## config.mk

```make
export PLATFORM = sky130hd
export DESIGN_NAME = npn_canon_engine
export DESIGN_NICKNAME = d
export VERILOG_FILES = /design/src/rtl/npn_canon_engine.sv
export SDC_FILE = /design/constraint.sdc
export NUM_CORES = 1
export LEC_CHECK = 0
export BUFFER_PORTS_ARGS = -buffer_cell sky130_fd_sc_hd__buf_2
export CAP_MARGIN = 20
export CORE_MARGIN = 2
export CORE_UTILIZATION = 55
export DETAILED_ROUTE_END_ITERATION = 10
export PLACE_DENSITY_LB_ADDON = 0.05
export SETUP_SLACK_MARGIN = 0.05
export SLEW_MARGIN = 20
export SYNTH_ARGS = -nofsm -noshare
export SYNTH_HDL_FRONTEND = slang
export SYNTH_SLANG_ARGS = --single-unit
```

## constraint.sdc

```tcl
create_clock -name clk -period 15.51 [get_ports clk]
set_input_delay 3.102 -clock clk [delete_from_list [all_inputs] [get_ports clk]]
set_output_delay 3.102 -clock clk [all_outputs]
set_load 0.1 [all_outputs]
```

## src/rtl/npn_canon_engine.sv

```systemverilog
// -----------------------------------------------------------------------------
// npn_canon_engine
//
// Sequential NPN canonicaliser for single-output Boolean functions of N_IN
// inputs given as truth tables. Every transform (permutation p, input-negation
// mask m, output negation o) is evaluated in turn, one per clock. The engine
// returns the numerically smallest transformed table and the earliest
// transform that produced it. The result is the lookup key for the per-class
// AIG library.
//
// Transform: g[x] = o ^ f[y], where y_j = x_{p(j)} ^ m_j.
// Enumeration order: k = (perm * 2^N_IN + mask) * 2 + oneg, with perm
// outermost. Permutations are numbered in lexicographic order of
// (p(0), ..., p(N_IN-1)).
//
// Optional build macro:
//   NPN_CANON_EARLY_EXIT_EN - finish as soon as the best table becomes
//                             all-zero, which is the global minimum.
//
// Ports:
//   clk        clock
//   rst        synchronous, active-high reset
//   in_valid   request valid
//   in_ready   engine idle, a request is accepted
//   in_tt      input truth table; bit i = f(x), where x_j = bit j of i
//   out_valid  result valid
//   out_ready  consumer accepts the result
//   out_tt     canonical truth table
//   out_perm   permutation index of the winning transform
//   out_mask   input-negation mask of the winning transform
//   out_oneg   output negation of the winning transform
//   busy       high while searching or holding a result
// -----------------------------------------------------------------------------
module npn_canon_engine #(
    parameter int N_IN   = 4,
    parameter int TT_W   = 2**N_IN,
    parameter int PERM_W = 7
) (
    input  logic              clk,
    input  logic              rst,
    input  logic              in_valid,
    output logic              in_ready,
    input  logic [TT_W-1:0]   in_tt,
    output logic              out_valid,
    input  logic              out_ready,
    output logic [TT_W-1:0]   out_tt,
    output logic [PERM_W-1:0] out_perm,
    output logic [N_IN-1:0]   out_mask,
    output logic              out_oneg,
    output logic              busy
);

    function automatic int fact(input int n);
        int r;
        r = 1;
        for (int i = 2; i <= n; i++) begin
            r = r * i;
        end
        return r;
    endfunction

    localparam int NFACT = fact(N_IN);
    localparam int DW    = 3;        // holds digits and element numbers up to 4
    localparam int XW    = 1 << DW;  // bit vectors indexed by a DW-bit value

    localparam logic [1:0] ST_IDLE   = 2'd0;
    localparam logic [1:0] ST_SEARCH = 2'd1;
    localparam logic [1:0] ST_DONE   = 2'd2;

    logic [1:0]                 state_r, state_nx_s;
    logic [TT_W-1:0]            f_r;
    logic [TT_W-1:0]            best_tt_r;
    logic [PERM_W-1:0]          best_perm_r;
    logic [N_IN-1:0]            best_mask_r;
    logic                       best_oneg_r;
    logic                       in_ready_r, out_valid_r, busy_r;

    // Transform counters. The permutation is tracked both as its index, which
    // is reported, and as factorial-base (Lehmer) digits, which decode
    // directly into the permutation tuple.
    logic [PERM_W-1:0]          perm_idx_r, perm_nx_s;
    logic [N_IN-1:0][DW-1:0]    digit_r, digit_nx_s;
    logic [N_IN-1:0]            mask_r, mask_nx_s;
    logic                       oneg_r, oneg_nx_s;
    logic                       carry_s;

    logic [N_IN-1:0][DW-1:0]    perm_s;
    logic [XW-1:0]              used_s;
    logic [DW-1:0]              cnt_s, sel_s;
    logic [XW-1:0]              xv_s;
    logic [N_IN-1:0]            y_s;
    logic [TT_W-1:0]            g_s;
    logic                       k_first_s, k_last_s, best_upd_s, search_end_s;

    // Decode the Lehmer digits: p(i) is the digit_r[i]-th still-unused input.
    always_comb begin
        used_s = '0;
        perm_s = '0;
        cnt_s  = '0;
        sel_s  = '0;
        for (int i = 0; i < N_IN; i++) begin
            cnt_s = '0;
            sel_s = '0;
            for (int c = 0; c < N_IN; c++) begin
                if (!used_s[c]) begin
                    if (cnt_s == digit_r[i]) begin
                        sel_s = DW'(c);
                    end else begin
                        sel_s = sel_s;
                    end
                    cnt_s = cnt_s + DW'(1);
                end else begin
                    cnt_s = cnt_s;
                end
            end
            perm_s[i]     = sel_s;
            used_s[sel_s] = 1'b1;
        end
    end

    // Apply the current transform to the latched function.
    always_comb begin
        g_s  = '0;
        xv_s = '0;
        y_s  = '0;
        for (int x = 0; x < TT_W; x++) begin
            xv_s = XW'(x);
            for (int j = 0; j < N_IN; j++) begin
                y_s[j] = xv_s[perm_s[j]] ^ mask_r[j];
            end
            g_s[x] = oneg_r ^ f_r[y_s];
        end
    end

    // Step to the next transform: oneg is innermost, then mask, then perm.
    always_comb begin
        oneg_nx_s  = ~oneg_r;
        mask_nx_s  = mask_r;
        perm_nx_s  = perm_idx_r;
        digit_nx_s = digit_r;
        carry_s    = 1'b0;
        if (oneg_r) begin
            mask_nx_s = mask_r + N_IN'(1);
            if (&mask_r) begin
                perm_nx_s = perm_idx_r + PERM_W'(1);
                carry_s   = 1'b1;
                // Mixed-radix increment: digit i counts 0..N_IN-1-i.
                for (int i = N_IN - 1; i >= 0; i--) begin
                    if (carry_s) begin
                        if (digit_r[i] == DW'(N_IN - 1 - i)) begin
                            digit_nx_s[i] = '0;
                        end else begin
                            digit_nx_s[i] = digit_r[i] + DW'(1);
                            carry_s       = 1'b0;
                        end
                    end else begin
                        digit_nx_s[i] = digit_r[i];
                    end
                end
            end else begin
                perm_nx_s = perm_idx_r;
            end
        end else begin
            mask_nx_s = mask_r;
        end
    end

    // Best-candidate update and end-of-search detection.
    always_comb begin
        k_first_s  = (perm_idx_r == '0) && (mask_r == '0) && !oneg_r;
        k_last_s   = (perm_idx_r == PERM_W'(NFACT - 1)) && (&mask_r) && oneg_r;
        // Strict compare keeps the earliest transform on ties.
        best_upd_s = (state_r == ST_SEARCH) && (k_first_s || (g_s < best_tt_r));
`ifdef NPN_CANON_EARLY_EXIT_EN
        search_end_s = k_last_s || (best_upd_s && (g_s == '0));
`else
        search_end_s = k_last_s;
`endif
    end

    // Next-state logic of the IDLE -> SEARCH -> DONE controller.
    always_comb begin
        state_nx_s = state_r;
        case (state_r)
            ST_IDLE: begin
                if (in_valid) begin
                    state_nx_s = ST_SEARCH;
                end else begin
                    state_nx_s = ST_IDLE;
                end
            end
            ST_SEARCH: begin
                if (search_end_s) begin
                    state_nx_s = ST_DONE;
                end else begin
                    state_nx_s = ST_SEARCH;
                end
            end
            ST_DONE: begin
                if (out_ready) begin
                    state_nx_s = ST_IDLE;
                end else begin
                    state_nx_s = ST_DONE;
                end
            end
            default: state_nx_s = ST_IDLE;
        endcase
    end

    // State, handshake flags, latched function, counters and best result.
    always_ff @(posedge clk) begin
        if (rst) begin
            state_r     <= ST_IDLE;
            in_ready_r  <= 1'b1;
            out_valid_r <= 1'b0;
            busy_r      <= 1'b0;
            f_r         <= '0;
            best_tt_r   <= '0;
            best_perm_r <= '0;
            best_mask_r <= '0;
            best_oneg_r <= 1'b0;
            perm_idx_r  <= '0;
            digit_r     <= '0;
            mask_r      <= '0;
            oneg_r      <= 1'b0;
        end else begin
            state_r     <= state_nx_s;
            in_ready_r  <= (state_nx_s == ST_IDLE);
            out_valid_r <= (state_nx_s == ST_DONE);
            busy_r      <= (state_nx_s != ST_IDLE);
            if ((state_r == ST_IDLE) && in_valid) begin
                f_r        <= in_tt;
                perm_idx_r <= '0;
                digit_r    <= '0;
                mask_r     <= '0;
                oneg_r     <= 1'b0;
            end else if (state_r == ST_SEARCH) begin
                perm_idx_r <= perm_nx_s;
                digit_r    <= digit_nx_s;
                mask_r     <= mask_nx_s;
                oneg_r     <= oneg_nx_s;
                if (best_upd_s) begin
                    best_tt_r   <= g_s;
                    best_perm_r <= perm_idx_r;
                    best_mask_r <= mask_r;
                    best_oneg_r <= oneg_r;
                end else begin
                    best_tt_r   <= best_tt_r;
                end
            end else begin
                f_r <= f_r;
            end
        end
    end

    assign in_ready  = in_ready_r;
    assign out_valid = out_valid_r;
    assign busy      = busy_r;
    assign out_tt    = best_tt_r;
    assign out_perm  = best_perm_r;
    assign out_mask  = best_mask_r;
    assign out_oneg  = best_oneg_r;

endmodule
```

=== Yosys cells after proc, flatten, opt, wreduce, memory -nomap -nowiden ===
Memories as Yosys holds them, arrays and structs flattened.
Cells that the tools add are included.

* Bits in registers: 73
* Bits in read-only memories: 512
* Bits of input ports: 20
* Output and inout port bits: 31
* Word-level logic and storage cells: 395
* Memories kept: 64

{| class="wikitable"
|+ Memory list
! memory !! words !! width !! rd ports !! clocked after memory_dff !! write ports !! line !! text
|-
| (name not given) || 8 || 1 || 1 || 0 || 0 || 129 || <nowiki>y_s[j] = xv_s[perm_s[j]] ^ mask_r[j];</nowiki>
|-
| (name not given) || 8 || 1 || 1 || 0 || 0 || 129 ||
|-
| (name not given) || 8 || 1 || 1 || 0 || 0 || 129 ||
|-
| (name not given) || 8 || 1 || 1 || 0 || 0 || 129 ||
|-
| (name not given) || 8 || 1 || 1 || 0 || 0 || 129 ||
|-
| (name not given) || 8 || 1 || 1 || 0 || 0 || 129 ||
|-
| +58 memories || -- || -- || -- || -- || -- || -- ||
|}

* $add $sub $neg: 12
* Magnitude comparators: 24
* Eq/ne operators: 19
* Multiplexer cells: 151
* Bitwise operators: 84
* Reductions and logical operators: 25

{| class="wikitable"
|+ Operators by type and width
! cell !! count
|-
| $mux 1 || 105
|-
| $lt 4x5->1 const B || 16
|-
| $xor 1x1->1 || 80
|-
| $mux 3 || 22
|-
| $bmux 1 s4 || 16
|-
| $add 3x1->3 const B || 10
|-
| $eq 3x3->1 || 9
|-
| $reduce_and 7->1 || 3
|-
| $lt 16x16->1 || 1
|-
| $lt 3x4->1 const B || 3
|-
| $demux 1 s3 || 3
|-
| $logic_and 1x1->1 || 9
|-
| $mux 2 || 4
|-
| $or 4x4->4 || 2
|-
| $add 7x1->7 const B || 1
|-
| $eq 7x5->1 const B || 1
|-
| $logic_not 7->1 || 1
|-
| $eq 2x3->1 const A || 2
|-
| $eq 3x2->1 const B || 2
|-
| $ge 3x1->1 const B || 2
|-
| $pmux 2 s3 || 1
|-
| $reduce_and 6->1 || 1
|-
| $add 4x1->4 const B || 1
|-
| $eq 2x2->1 const B || 2
|-
| other kinds (16) || 18
|}

=== Depth between registers and ports, before layout ===
Gate-level depths: netlist (run 1).

* Depth in word-level cells: 52
* Gate-level depth with buffers: 49
* Gate-level depth less buffers: 43

=== Worst setup path after synthesis (run 1) ===
No wires, ideal clock.

* Path kind: flip-flop to flip-flop
* Start point: reg digit_r[0] (netlist bit)
* End point: reg best_mask_r[2], in the netlist out_mask[2]
* Arrival: 9.084 ns
* Data required time: 15.440 ns
* Path slack: 6.356 ns
* Stages on the path, launching flop included: 42
* Period minus slack after synthesis: 9.154 ns
* Path through: dfxtp_1 > nor2b_1 > inv_1 > ha_1 > buf_6 > nor2_1 > mux2i_1 > o41ai_1 > inv_1 > ha_1 > or3b_1 > o22a_1 > nor3_2 > nor3_1 > clkbuf_1 > inv_1 > ha_1 > or3_1 > [6 not listed] > nor2_1 > ha_1 > xor2_1 > mux4_2 > xnor2_1 > ha_1 > a21o_1 > a21o_1 > a21o_1 > a21o_1 > a21oi_1 > o31ai_1 > a211o_1 > clkbuf_1 > inv_2 > clkbuf_1 > nand2_1 > a21oi_1

* Cells in the longest elaborated chain, start to end: 52
* Elaborated cells on any way between the ends: 309
* Those cells by class: add/sub: 6; order compare: 7; eq/ne: 12; mux: 132; bitwise: 82; reduce/logical: 6; memory: 64

{| class="wikitable"
|+ RTL lines
! element !! line !! text
|-
| from (decl) || 82 || <nowiki>logic [N_IN-1:0][DW-1:0] digit_r, digit_nx_s;</nowiki>
|-
| from (signal assigned) || 239 || <nowiki>digit_r <= digit_nx_s;</nowiki>
|-
| $eq 1x3->1 || 106 || <nowiki>if (cnt_s == digit_r[i]) begin</nowiki>
|-
| $mux 1 || 106 ||
|-
| $mux 2 || 106 ||
|-
| $mux 2 (*) || 106 ||
|-
| $lt 2x4->1 (implied by the code) / $ge 2x1->1 (equally long branches) || 117 || <nowiki>used_s[sel_s] = 1'b1;</nowiki>
|-
| $logic_and 1x1->1 (implied by the code) || 117 ||
|-
| $mux 1 (implied by the code) || 117 ||
|-
| $demux 1 s3 || 117 ||
|-
| [37 not listed] || -- ||
|-
| $bmux 1 s4 (*) || 131 || <nowiki>g_s[x] = oneg_r ^ f_r[y_s];</nowiki>
|-
| $mux 1 (implied by the code) (*) || 131 ||
|-
| $xor 1x1->1 (*) || 131 ||
|-
| via g_s[9] || 92 || <nowiki>logic [TT_W-1:0] g_s;</nowiki>
|-
| $lt 16x16->1 (*) || 173 || <nowiki>best_upd_s = (state_r == ST_SEARCH) && (k_first_s || (g_s < best_tt_r));</nowiki>
|-
| $logic_or 1x1->1 (*) || 173 ||
|-
| $logic_and 1x1->1 (*) || 173 ||
|-
| $reduce_and 3->1 (no source line) (*) || -- ||
|-
| to (signal assigned) || 245 || <nowiki>best_mask_r <= mask_r;</nowiki>
|-
| to (decl) || 74 || <nowiki>logic [N_IN-1:0] best_mask_r;</nowiki>
|}

Mark *: on every way through the listed nets, which the timed path passes. The rest lies on a longest branch. The select of a mux whose other input is x is not followed.
A chain may end at the register's enable or synchronous reset.

=== Worst setup path in the final report (run 1) ===
* Start point: reg digit_r[0] (netlist bit)
* End point: reg best_mask_r[0], in the netlist out_mask[0]

Same word-level chain as after synthesis.

==> summary.md, run 1 <==
| Metric | Value |
|---|---|
| Vias in the first global route | `5768` |
| Finish-stage setup viols | `0` |
| Count of unique library cells instantiated by Yosys | `64` |
| Power Dens Cells | `73.3 nW/um2` |
| Highest routed metal layer | `met4` |
| Simple-gate share of the synthesized area | `17.1%` |
| Initial Util | `56.7%` |
| Worst hold slack | `0.452 ns` |
| Average vias per placed instance | `6.44` |
| Largest net degree at the start of global routing | `54` |
| Layout Area Growth over Synthesis | `7.79%` |
| Wire length on met3 | `1410 um` |
| DRC marker count from the first detailed-route iteration | `607` |
| Final worst slack | `5.17 ns` |
| Worst vdd rail ir drop | `42.4 uV` |
| Slew HR | `36.4%` |
| Per-instance average area after synthesis | `9.09 um2` |
| Synthesized netlist net count | `817` |
| DPL Wire Length | `12700 um` |
| DRC violation count after routing | `0` |
| Total Negative Setup Slacks | `0 ns` |
| Critical path required time | `15.78 ns` |
| Achievable frequency | `96.8 MHz` |
| Final clock skew | `0.0120 ns` |
| Die Footprint | `13400 um2` |
| Dominant synthesized flop cell | `dfxtp_1` |
| Crit path largest cell delay | `0.67 ns` |
| Clock period minus worst slack | `10.34 ns` |
| Setup crit start kind | `flop` |
| Core region area | `12100 um2` |
| Routability Congestion | `0.910` |
| Sequential area share after synthesis | `21.3%` |
| Wire length reported by the detailed router | `18400 um` |
| Layout cell share with drive strength beyond 1 | `20.0%` |
| Worst path slowest cell | `o41ai_1` |
| Length of the first detailed-routing pass in iterations | `5` |
| Max-slew violation count | `0` |
| Count of filler cells inserted in the layout | `1088` |
| Leakage power | `0.00297 uW` |
| Clock tree from TritonCTS | `yes` |
| Number of maximum-capacitance constraint violations | `0` |
| Clock insertion delay at the later pin of the skew report | `0.35 ns` |
| Setup repair after global routing missed its margin | `false` |
| Final worst-path cycle share | `66.6%` |
| Worst slack at placement | `5.30 ns` |
| Library cell used as clock root buffer | `clkbuf_16` |
| WL/cell | `19.7 um` |
| FF/Latch Area | `1460 um2` |
| Largest family of logic cells by synthesized area | `multiplexers` |
| Xor-xnor portion of the synthesized cell area | `9.52%` |
| Class of the most critical hold timing path | `reg2reg` |
| Cell taking the most area after synthesis | `dfxtp_1` |
| Post-synth top area share | `21.3%` |
| Clock tree buffer depth | `2` |
| GR Util All Layers | `28.6%` |
| CP max FO | `45` |
| Setup fix buffers added after clock tree synthesis | `0` |
| TritonCTS Sinks | `73` |
| Initial antenna violation count | `0` |
| Actual slew at the worst max-slew pin | `0.947 ns` |
| Total standard cell area after synthesis | `6870 um2` |
| Top cells by area, synth | `dfxtp_1, mux4_2, ha_1` |
| Post-synthesis compound-gate area fraction | `14.2%` |
| IO buf count | `50` |
| Outcome | `finished, final reports clean` |
| Utilization of the core after routing | `61.2%` |
| Number of nets with antenna violations after routing | `0` |
| Synth Register Bits | `73` |
| Number of resized instances in the post-cts repair step | `0` |
| Wl on met1 | `7690 um` |
| Number of endpoints with negative hold slack in the final report | `0` |
| Hold buffer count at cts | `0` |
| Post-placement cell area | `7120 um2` |
| Via count | `6005` |
| Number of buffers created by CTS | `9` |
| Number of cells produced by synthesis | `756` |
| Number of warnings issued by yosys | `0` |
| Start-to-end type of the worst setup path | `reg2reg` |
| I/O pin total | `51` |
| Overflow after GRT | `0` |
| Diodes inserted | `0` |
| Share of cell area taken by muxes after synthesis | `24.2%` |
| Design Area, Final | `7410 um2` |
| Deepest level of the CTS H-tree | `3` |
| Number of cell rows | `40` |
| Post-synth EDFFs | `0` |
| Wire length on met2 | `8800 um` |
| Post-layout net count | `820` |
| Share of synthesized flip-flops with an asynchronous set or reset | `0%` |
| Adder-Cell Fraction of Synth Area | `7.46%` |
| Area of the multi-input gates | `4990 um2` |
| Die boundary height | `116 um` |
| Setup crit end kind | `flop` |
| Data arrival time of the worst path | `10.60 ns` |
| First-pass GRT wire length | `29900 um` |
| Die Width | `116 um` |
| Clock-pin slew of the registers on the worst-case setup and hold paths | `0.07 ns` |
==> flip-flops by register name (all words and copies together) (netlist names) <==
signal,count
out_perm,7
state_r,2
digit_r,12
perm_idx_r,7
out_tt,16
f_r,16
mask_r,4
oneg_r,1
busy,1
out_mask,4
out_valid,1
out_oneg,1
in_ready,1
==> cells in the mapped netlist, drive strengths merged, types with 3 or more instances <==
| library cell | number |
|---|---|
| buf | 16 |
| nand3b | 7 |
| mux2i | 19 |
| o2111ai | 5 |
| o31ai | 6 |
| or2 | 3 |
| nor2b | 8 |
| or3 | 10 |
| mux4 | 65 |
| nor3 | 29 |
| o22ai | 5 |
| o221ai | 5 |
| xor2 | 26 |
| nor3b | 7 |
| a211oi | 20 |
| o22a | 4 |
| o211ai | 10 |
| xnor2 | 44 |
| dfxtp | 73 |
| o21ai | 8 |
| ha | 41 |
| and3b | 4 |
| a21o | 5 |
| a21oi | 57 |
| inv | 39 |
| a31oi | 3 |
| and3 | 5 |
| nor2 | 53 |
| nand3 | 11 |
| nand2b | 6 |
| nand4 | 8 |
| or4 | 4 |
| clkbuf | 51 |
| nand2 | 75 |
==> cells by family after synthesis <==
kind of cell | count (synthesis)
AO/OA/AOI/OAI | 145
XOR/XNOR | 70
adder cells (fa/ha/maj) | 41
buffers and inverters | 106
flip-flops | 73
multiplexers | 84
AND/OR/NAND/NOR | 237
==> per-stage QoR <==
| step | power [uW] | cells |
|---|---|---|
| after floorplan | 317 | 756 |
| after global placement | 343 | 916 |
| after detailed placement | 345 | 916 |
| after CTS | 545 | 932 |
| after global routing | 568 | 932 |
| final | 543 | 932 |
==> power breakdown <==
group | switching [uW] | leakage [uW] | internal (uW)
logic | 81.0 | 0.00224 | 46.8
clock network | 89.7 | 0.000131 | 111
registers | 19.3 | 0.000595 | 195
total | 190 | 0.00297 | 353
==> worst max-delay path, delay by kind of cell, from the launching register on <==
kind / cells / cell delay [ns]
multiplexers: 2 / 0.70
flip-flops: 1 / 0.39
buffers and inverters: 10 / 1.51
AO/OA/AOI/OAI: 13 / 3.12
XOR/XNOR: 2 / 0.53
adder cells (fa/ha/maj): 7 / 2.14
AND/OR/NAND/NOR: 7 / 1.83
==> final cells by class <==
type                    instances  share of cell area (%)
multi-input cells             577                    67.3
flip-flops and latches         73                    19.7
repair buffers                 59                    4.29
clock buffers                   9                    3.04
well taps                     168                    2.84
inverters                      39                    1.98
clock inverters                 7                   0.811
==> layer usage <==
metal	vias up	track usage [%]
met4	0	11.0
li1	2784	-
met3	39	5.33
met1	2896	38.7
met2	286	46.0
met5	-	0
==> worst paths after layout <==
path / depth (start not counted) / startpoint / slack (ns) / end
worst max-delay path: 41 / digit_r[0] / 5.17 / out_mask[0]
worst min-delay path: 2 / out_perm[2] / 0.45 / out_perm[2]
worst max register to register: 41 / digit_r[0] / 5.17 / out_mask[0]
worst min register to register: 2 / out_perm[2] / 0.45 / out_perm[2]
==> cell usage in the layout (no fill, tap or decap), drive strengths merged, types with 6 or more instances in the layout <==
cell	Yosys	routed
mux2i	19	19
inv	39	43
buf	16	59
nor3b	7	7
xnor2	44	44
nand2	75	75
dfxtp	73	73
nor3	29	29
mux4	65	65
nand3	11	11
ha	41	41
nor2	53	53
o31ai	6	6
a21oi	57	57
clkbuf	51	9
xor2	26	26
nand4	8	8
nand3b	7	7
nand2b	6	6
or3	10	10
a211oi	20	20
nor2b	8	8
o21ai	8	8
o211ai	10	10
No activity file was read; power rests on OpenSTA's default activity.
==> inputs of run 2 (changes only) <==
==> constraint.sdc (replaced) <==
create_clock -name clk -period 8.8 [get_ports clk]
set_input_delay 1.76 -clock clk [delete_from_list [all_inputs] [get_ports clk]]
set_output_delay 1.76 -clock clk [all_outputs]
set_load 0.1 [all_outputs]
==> summary.md, run 2 (synthesis gave the netlist of run 1 again) <==
| Metric | Value |
|---|---|
| Outcome | `finished, final reports clean (unchanged)` |
| TritonCTS Sinks | `73 (unchanged)` |
| Number of nets with antenna violations after routing | `0 (unchanged)` |
| Met2 global-route usage | `48.7% (was 46.0%)` |
| Clock tree buffer depth | `2 (unchanged)` |
| Post-layout net count | `869 (was 820)` |
| Layout Area Growth over Synthesis | `18.7% (was 7.79%)` |
| Die Footprint | `13400 um2 (unchanged)` |
| Die Width | `116 um (unchanged)` |
| Final worst slack | `0.0732 ns (was 5.17 ns)` |
| Slew HR | `34.6% (was 36.4%)` |
| Overflow after GRT | `0 (unchanged)` |
| Crit path largest cell delay | `0.55 ns (was 0.67 ns)` |
| Worst slack at placement | `-0.401 ns (was 5.30 ns)` |
| Global-route met3 utilization | `6.96% (was 5.33%)` |
| Class of the most critical hold timing path | `reg2reg (unchanged)` |
| WL/cell | `19.1 um (was 19.7 um)` |
| Power Dens Cells | `118 nW/um2 (was 73.3 nW/um2)` |
| Actual slew at the worst max-slew pin | `0.978 ns (was 0.947 ns)` |
| DRC violation count after routing | `0 (unchanged)` |
| First-pass GRT wire length | `29800 um (was 29900 um)` |
| CP max FO | `6 (was 45)` |
| Finish-stage setup viols | `0 (unchanged)` |
| IO buf count | `50 (unchanged)` |
| Deepest level of the CTS H-tree | `3 (unchanged)` |
| Layer with the highest usage after global routing | `met2 (unchanged)` |
| Largest net degree at the start of global routing | `50 (was 54)` |
| Layout cell share with drive strength beyond 1 | `31.5% (was 20.0%)` |
| DRC marker count from the first detailed-route iteration | `486 (was 607)` |
| Setup crit end kind | `flop (unchanged)` |
| Via count | `6165 (was 6005)` |
| Wire length reported by the detailed router | `18700 um (was 18400 um)` |
| Worst path slowest cell | `mux4_2 (was o41ai_1)` |
| Number of buffers created by CTS | `9 (unchanged)` |
| Clock-pin slew of the registers on the worst-case setup and hold paths | `0.06 ns (was 0.07 ns)` |
| Number of endpoints with negative hold slack in the final report | `0 (unchanged)` |
| Total power consumption of the routed design | `966 uW (was 543 uW)` |
| Vias in the first global route | `5816 (was 5768)` |
| Initial Util | `56.7% (unchanged)` |
| Clock insertion delay at the later pin of the skew report | `0.35 ns (about the same)` |
| Initial antenna violation count | `0 (unchanged)` |
| Max-slew violation count | `0 (unchanged)` |
| Hold buffer count at cts | `0 (unchanged)` |
| Number of cell rows | `40 (unchanged)` |
| Core region area | `12100 um2 (unchanged)` |
| Diodes inserted | `0 (unchanged)` |
| Library cell used as clock root buffer | `clkbuf_16 (unchanged)` |
| Die boundary height | `116 um (unchanged)` |
| Clock tree from TritonCTS | `yes (unchanged)` |
| Total Negative Setup Slacks | `0 ns (unchanged)` |
| Data arrival time of the worst path | `9.00 ns (was 10.60 ns)` |
| Setup crit start kind | `flop (unchanged)` |
| Achievable frequency | `115 MHz (was 96.8 MHz)` |
| Final clock skew | `0.00841 ns (was 0.0120 ns)` |
| Average vias per placed instance | `6.28 (was 6.44)` |
| Critical path required time | `9.07 ns (was 15.78 ns)` |
| Highest-count cells in the layout ignoring fill and taps | `nand2_1, dfxtp_1, mux4_2 (unchanged)` |
| I/O pin total | `51 (unchanged)` |
| Leakage power | `0.00325 uW (was 0.00297 uW)` |
| Routability Congestion | `0.894 (was 0.910)` |
| Final worst-path cycle share | `99.2% (was 66.6%)` |
| Utilization of the core after routing | `67.3% (was 61.2%)` |
| Leading cell type in the layout, fill and taps excluded | `nand2_1 (unchanged)` |
| Global-route track usage on met1 | `35.9% (was 38.7%)` |
| Start-to-end type of the worst setup path | `reg2reg (unchanged)` |
| Worst vdd rail ir drop | `95.4 uV (was 42.4 uV)` |
| Number of maximum-capacitance constraint violations | `0 (unchanged)` |
| Length of the first detailed-routing pass in iterations | `4 (was 5)` |
| Clock period minus worst slack | `8.73 ns (was 10.34 ns)` |
| DPL Wire Length | `12700 um (about the same)` |
| Setup repair after global routing missed its margin | `true (was false)` |
| GR Util All Layers | `28.5% (was 28.6%)` |
## run 2: power by group
part / switching, uW / internal [uW]
sequential: 31.6 / 344
clock: 158 / 197
combinational: 147 / 89.1
total: 337 / 629
## run 2: per-stage QoR
step	cells	cell area, um2	hold WS [ns]
finish	981	8160	0.452
detailed placement	936	7300	0.446
global placement	936	7300	0.441
CTS	955	7740	0.455
global route	981	8160	0.474
floorplan	756	6920	0.457
## run 2: final timing paths
check         startpoint           to  slack (ns)  cells after the start
min          out_mask[1]  out_mask[1]        0.45                      2
min reg2reg  out_mask[1]  out_mask[1]        0.45                      2
max reg2reg   digit_r[0]    out_tt[0]        0.07                     42
max           digit_r[0]    out_tt[0]        0.07                     42
## run 2: final cells by class
| cell class | instances | area (um2) |
|---|---|---|
| Clock buffer | 9 | 225 |
| Clock inverter | 7 | 62.6 |
| Fill cell | 988 | 3960 |
| Inverter | 39 | 156 |
| Multi-Input combinational cell | 577 | 5330 |
| Sequential cell | 73 | 1470 |
| Tap cell | 168 | 210 |
| Timing Repair Buffer | 108 | 704 |
## run 2: worst max-delay path: cells and delay by family (launching register included)
family,cells,cell delay [ns]
AO/OA/AOI/OAI,14,2.67
AND/OR/NAND/NOR,8,2.05
adder cells (fa/ha/maj),7,1.52
buffers and inverters,8,0.83
multiplexers,2,0.77
XOR/XNOR,3,0.42
flip-flops,1,0.37
## run 2: routing by layer
layer / wire length [um] / vias to the layer above
met5: 0 / -
met4: 338 / 0
met3: 1460 / 24
met2: 9180 / 254
met1: 7760 / 3004
li1: - / 2883
## run 2: repair_timing
item                                    CTS  global route
endpoints found under the setup margin   28            28
buffers inserted                          3            26
gates cloned                              0             0
pin swaps                                 6            34
gates resized for setup                  27            49
==> inputs of run 3 (changes only) <==
--- a/config.mk
+++ b/config.mk
@@ -11,6 +11,8 @@
 export CORE_UTILIZATION = 55
 export DETAILED_ROUTE_END_ITERATION = 10
 export PLACE_DENSITY_LB_ADDON = 0.05
+export RECOVER_POWER = 100
+export REMOVE_ABC_BUFFERS = 1
 export SETUP_SLACK_MARGIN = 0.05
 export SLEW_MARGIN = 20
 export SYNTH_ARGS = -nofsm -noshare
==> summary.md, run 3 (synthesis gave the netlist of run 1 again) <==
| Metric | Value |
|---|---|
| Number of nets with antenna violations after routing | `0 (unchanged)` |
| I/O pin total | `51 (unchanged)` |
| DRC marker count from the first detailed-route iteration | `713 (was 486)` |
| Hold buffer count at cts | `0 (unchanged)` |
| Register-to-register setup slack | `0.17 ns (was 0.07 ns)` |
| Final worst slack | `0.174 ns (was 0.0732 ns)` |
| Start-to-end type of the worst setup path | `reg2reg (unchanged)` |
| Max-slew violation count | `0 (unchanged)` |
| Deepest level of the CTS H-tree | `3 (unchanged)` |
| IO buf count | `50 (unchanged)` |
| Design Area, Final | `8210 um2 (was 8160 um2)` |
| Die Footprint | `13400 um2 (unchanged)` |
| Overflow after GRT | `0 (unchanged)` |
| GR Util All Layers | `28.8% (was 28.5%)` |
| Number of buffers created by CTS | `9 (unchanged)` |
| Core region area | `12100 um2 (unchanged)` |
| Clock tree from TritonCTS | `yes (unchanged)` |
| Initial Util | `56.7% (unchanged)` |
| Clock period minus worst slack | `8.63 ns (was 8.73 ns)` |
| Setup crit end kind | `flop (unchanged)` |
| Clock insertion delay at the later pin of the skew report | `0.35 ns (about the same)` |
| Number of cell rows | `40 (unchanged)` |
| DRC violation count after routing | `0 (unchanged)` |
| Origin of the critical flop-to-flop path | `digit_r[0] (unchanged)` |
| Crit path largest cell delay | `0.66 ns (was 0.55 ns)` |
| Power Dens Cells | `121 nW/um2 (was 118 nW/um2)` |
| Die boundary height | `116 um (unchanged)` |
| Class of the most critical hold timing path | `reg2reg (unchanged)` |
| Final instance count without filler cells | `976 (was 981)` |
| Worst-case reg-to-reg path depth | `39 (was 42)` |
| CP max FO | `8 (was 6)` |
| Final worst-path cycle share | `98.0% (was 99.2%)` |
| Critical path required time | `9.04 ns (was 9.07 ns)` |
| Clock tree buffer depth | `2 (unchanged)` |
| First-pass GRT wire length | `30000 um (was 29800 um)` |
| Post-layout net count | `864 (was 869)` |
| Number of maximum-capacitance constraint violations | `0 (unchanged)` |
| Outcome | `finished, final reports clean (unchanged)` |
| Data arrival time of the worst path | `8.87 ns (was 9.00 ns)` |
| Clock-pin slew of the registers on the worst-case setup and hold paths | `0.06 ns (about the same)` |
| TritonCTS Sinks | `73 (unchanged)` |
| Wire length on met3 | `1860 um (was 1460 um)` |
| DPL Wire Length | `12800 um (was 12700 um)` |
| Length of the first detailed-routing pass in iterations | `6 (was 4)` |
| Library cell used as clock root buffer | `clkbuf_16 (unchanged)` |
| Vias in the first global route | `5879 (was 5816)` |
| Total power consumption of the routed design | `996 uW (was 966 uW)` |
| Wl on met1 | `8010 um (was 7760 um)` |
| Largest net degree at the start of global routing | `50 (unchanged)` |
| Setup crit start kind | `flop (unchanged)` |
| Critical Path Start | `digit_r[0] (unchanged)` |
| Highest routed metal layer | `met4 (unchanged)` |
| Actual slew at the worst max-slew pin | `1.18 ns (was 0.978 ns)` |
| Average vias per placed instance | `6.50 (was 6.28)` |
| WL/cell | `20.2 um (was 19.1 um)` |
| Via count | `6341 (was 6165)` |
| Leakage power | `0.00314 uW (was 0.00325 uW)` |
| Slew HR | `21.7% (was 34.6%)` |
| Post-placement cell area | `7290 um2 (was 7300 um2)` |
| Routability Congestion | `0.996 (was 0.894)` |
| Reg-to-reg endpoint | `out_tt[10] (was out_tt[0])` |
| Number of endpoints with negative hold slack in the final report | `0 (unchanged)` |
| Layout Area Growth over Synthesis | `19.4% (was 18.7%)` |
| Initial antenna violation count | `0 (unchanged)` |
| Worst path slowest cell | `a2111oi_1 (was mux4_2)` |
| Cell count after placement | `939 (was 936)` |
| Layout cell share with drive strength beyond 1 | `27.8% (was 31.5%)` |
| Final clock skew | `0.00787 ns (was 0.00841 ns)` |
| Die Width | `116 um (unchanged)` |
| Wire length on met2 | `9380 um (was 9180 um)` |
| Worst slack at placement | `-0.279 ns (was -0.401 ns)` |
| Worst vdd rail ir drop | `82.2 uV (was 95.4 uV)` |
| Finish-stage setup viols | `0 (unchanged)` |
| Leading cell type in the layout, fill and taps excluded | `nand2_1 (unchanged)` |
| Achievable frequency | `116 MHz (was 115 MHz)` |
| Worst setup path endpoint | `out_tt[10] (was out_tt[0])` |
| Diodes inserted | `0 (unchanged)` |
| Wire length reported by the detailed router | `19700 um (was 18700 um)` |
| Highest-count cells in the layout ignoring fill and taps | `nand2_1, dfxtp_1, mux4_2 (unchanged)` |
==> run 3: cell count changes in the layout (fill, tap and decap cells not counted), sizes merged <==
| cell | change |
|---|---|
| inv | +1 |
| clkbuf | +37 |
| a211o | +1 |
| clkinv | -1 |
| buf | -43 |
==> run 3: cell type report <==
type | count | area, um2
multi-input combinational | 578 | 5390
timing repair buffer | 102 | 697
clock inverter | 7 | 62.6
sequential | 73 | 1470
tap | 168 | 210
fill | 998 | 3900
clock buffer | 9 | 225
inverter | 39 | 156
==> run 3: stage by stage <==
| stage | utilization [%] | TNS [ns] | hold WS, ns |
|---|---|---|---|
| after CTS | 63.1 | 0 | 0.452 |
| after detailed placement | 60.2 | -6.28 | 0.443 |
| after global placement | 60.2 | 0 | 0.442 |
| after global routing | 67.8 | -3.07 | 0.474 |
| after floorplan | - | -20.72 | 0.451 |
| final | 67.8 | 0 | 0.453 |
==> run 3: worst min-delay path by stage <==
stage | start | endpoint | slack [ns] | cells after the start
3_3_place_gp | out_mask[0] | out_mask[0] | 0.44 | 2
3_5_place_dp | out_perm[4] | out_perm[4] | 0.44 | 2
2_1_floorplan | perm_idx_r[6] | out_perm[6] | 0.45 | 2
4_1_cts | out_perm[4] | out_perm[4] | 0.45 | 2
6_report | out_perm[4] | out_perm[4] | 0.45 | 2
5_1_grt | out_perm[4] | out_perm[4] | 0.47 | 2
==> run 3: layer usage <==
layer  GRT usage [%]  vias up
met5               0        -
met4            10.8        0
met3            7.06       56
met2            45.8      344
met1            38.4     3082
li1                -     2859
==> run 3: timing repair <==
| action | CTS | global route |
|---|---|---|
| pin swaps | 0 | 36 |
| gates resized for setup | 14 | 82 |
| endpoints found under the setup margin | 28 | 28 |
| buffers inserted | 1 | 14 |
| gates cloned | 0 | 6 |
==> run 3: report_power, final <==
part	total (uW)	switching, uW	internal, uW
combinational	261	160	101
clock	355	159	197
sequential	379	35.2	344
==> run 3: critical path: cells and delay by family (launching register included) <==
family	cells	cell delay, ns
XOR/XNOR	4	0.75
buffers and inverters	6	0.78
flip-flops	1	0.38
multiplexers	1	0.56
AO/OA/AOI/OAI	15	3.13
AND/OR/NAND/NOR	6	1.38
adder cells (fa/ha/maj)	7	1.52
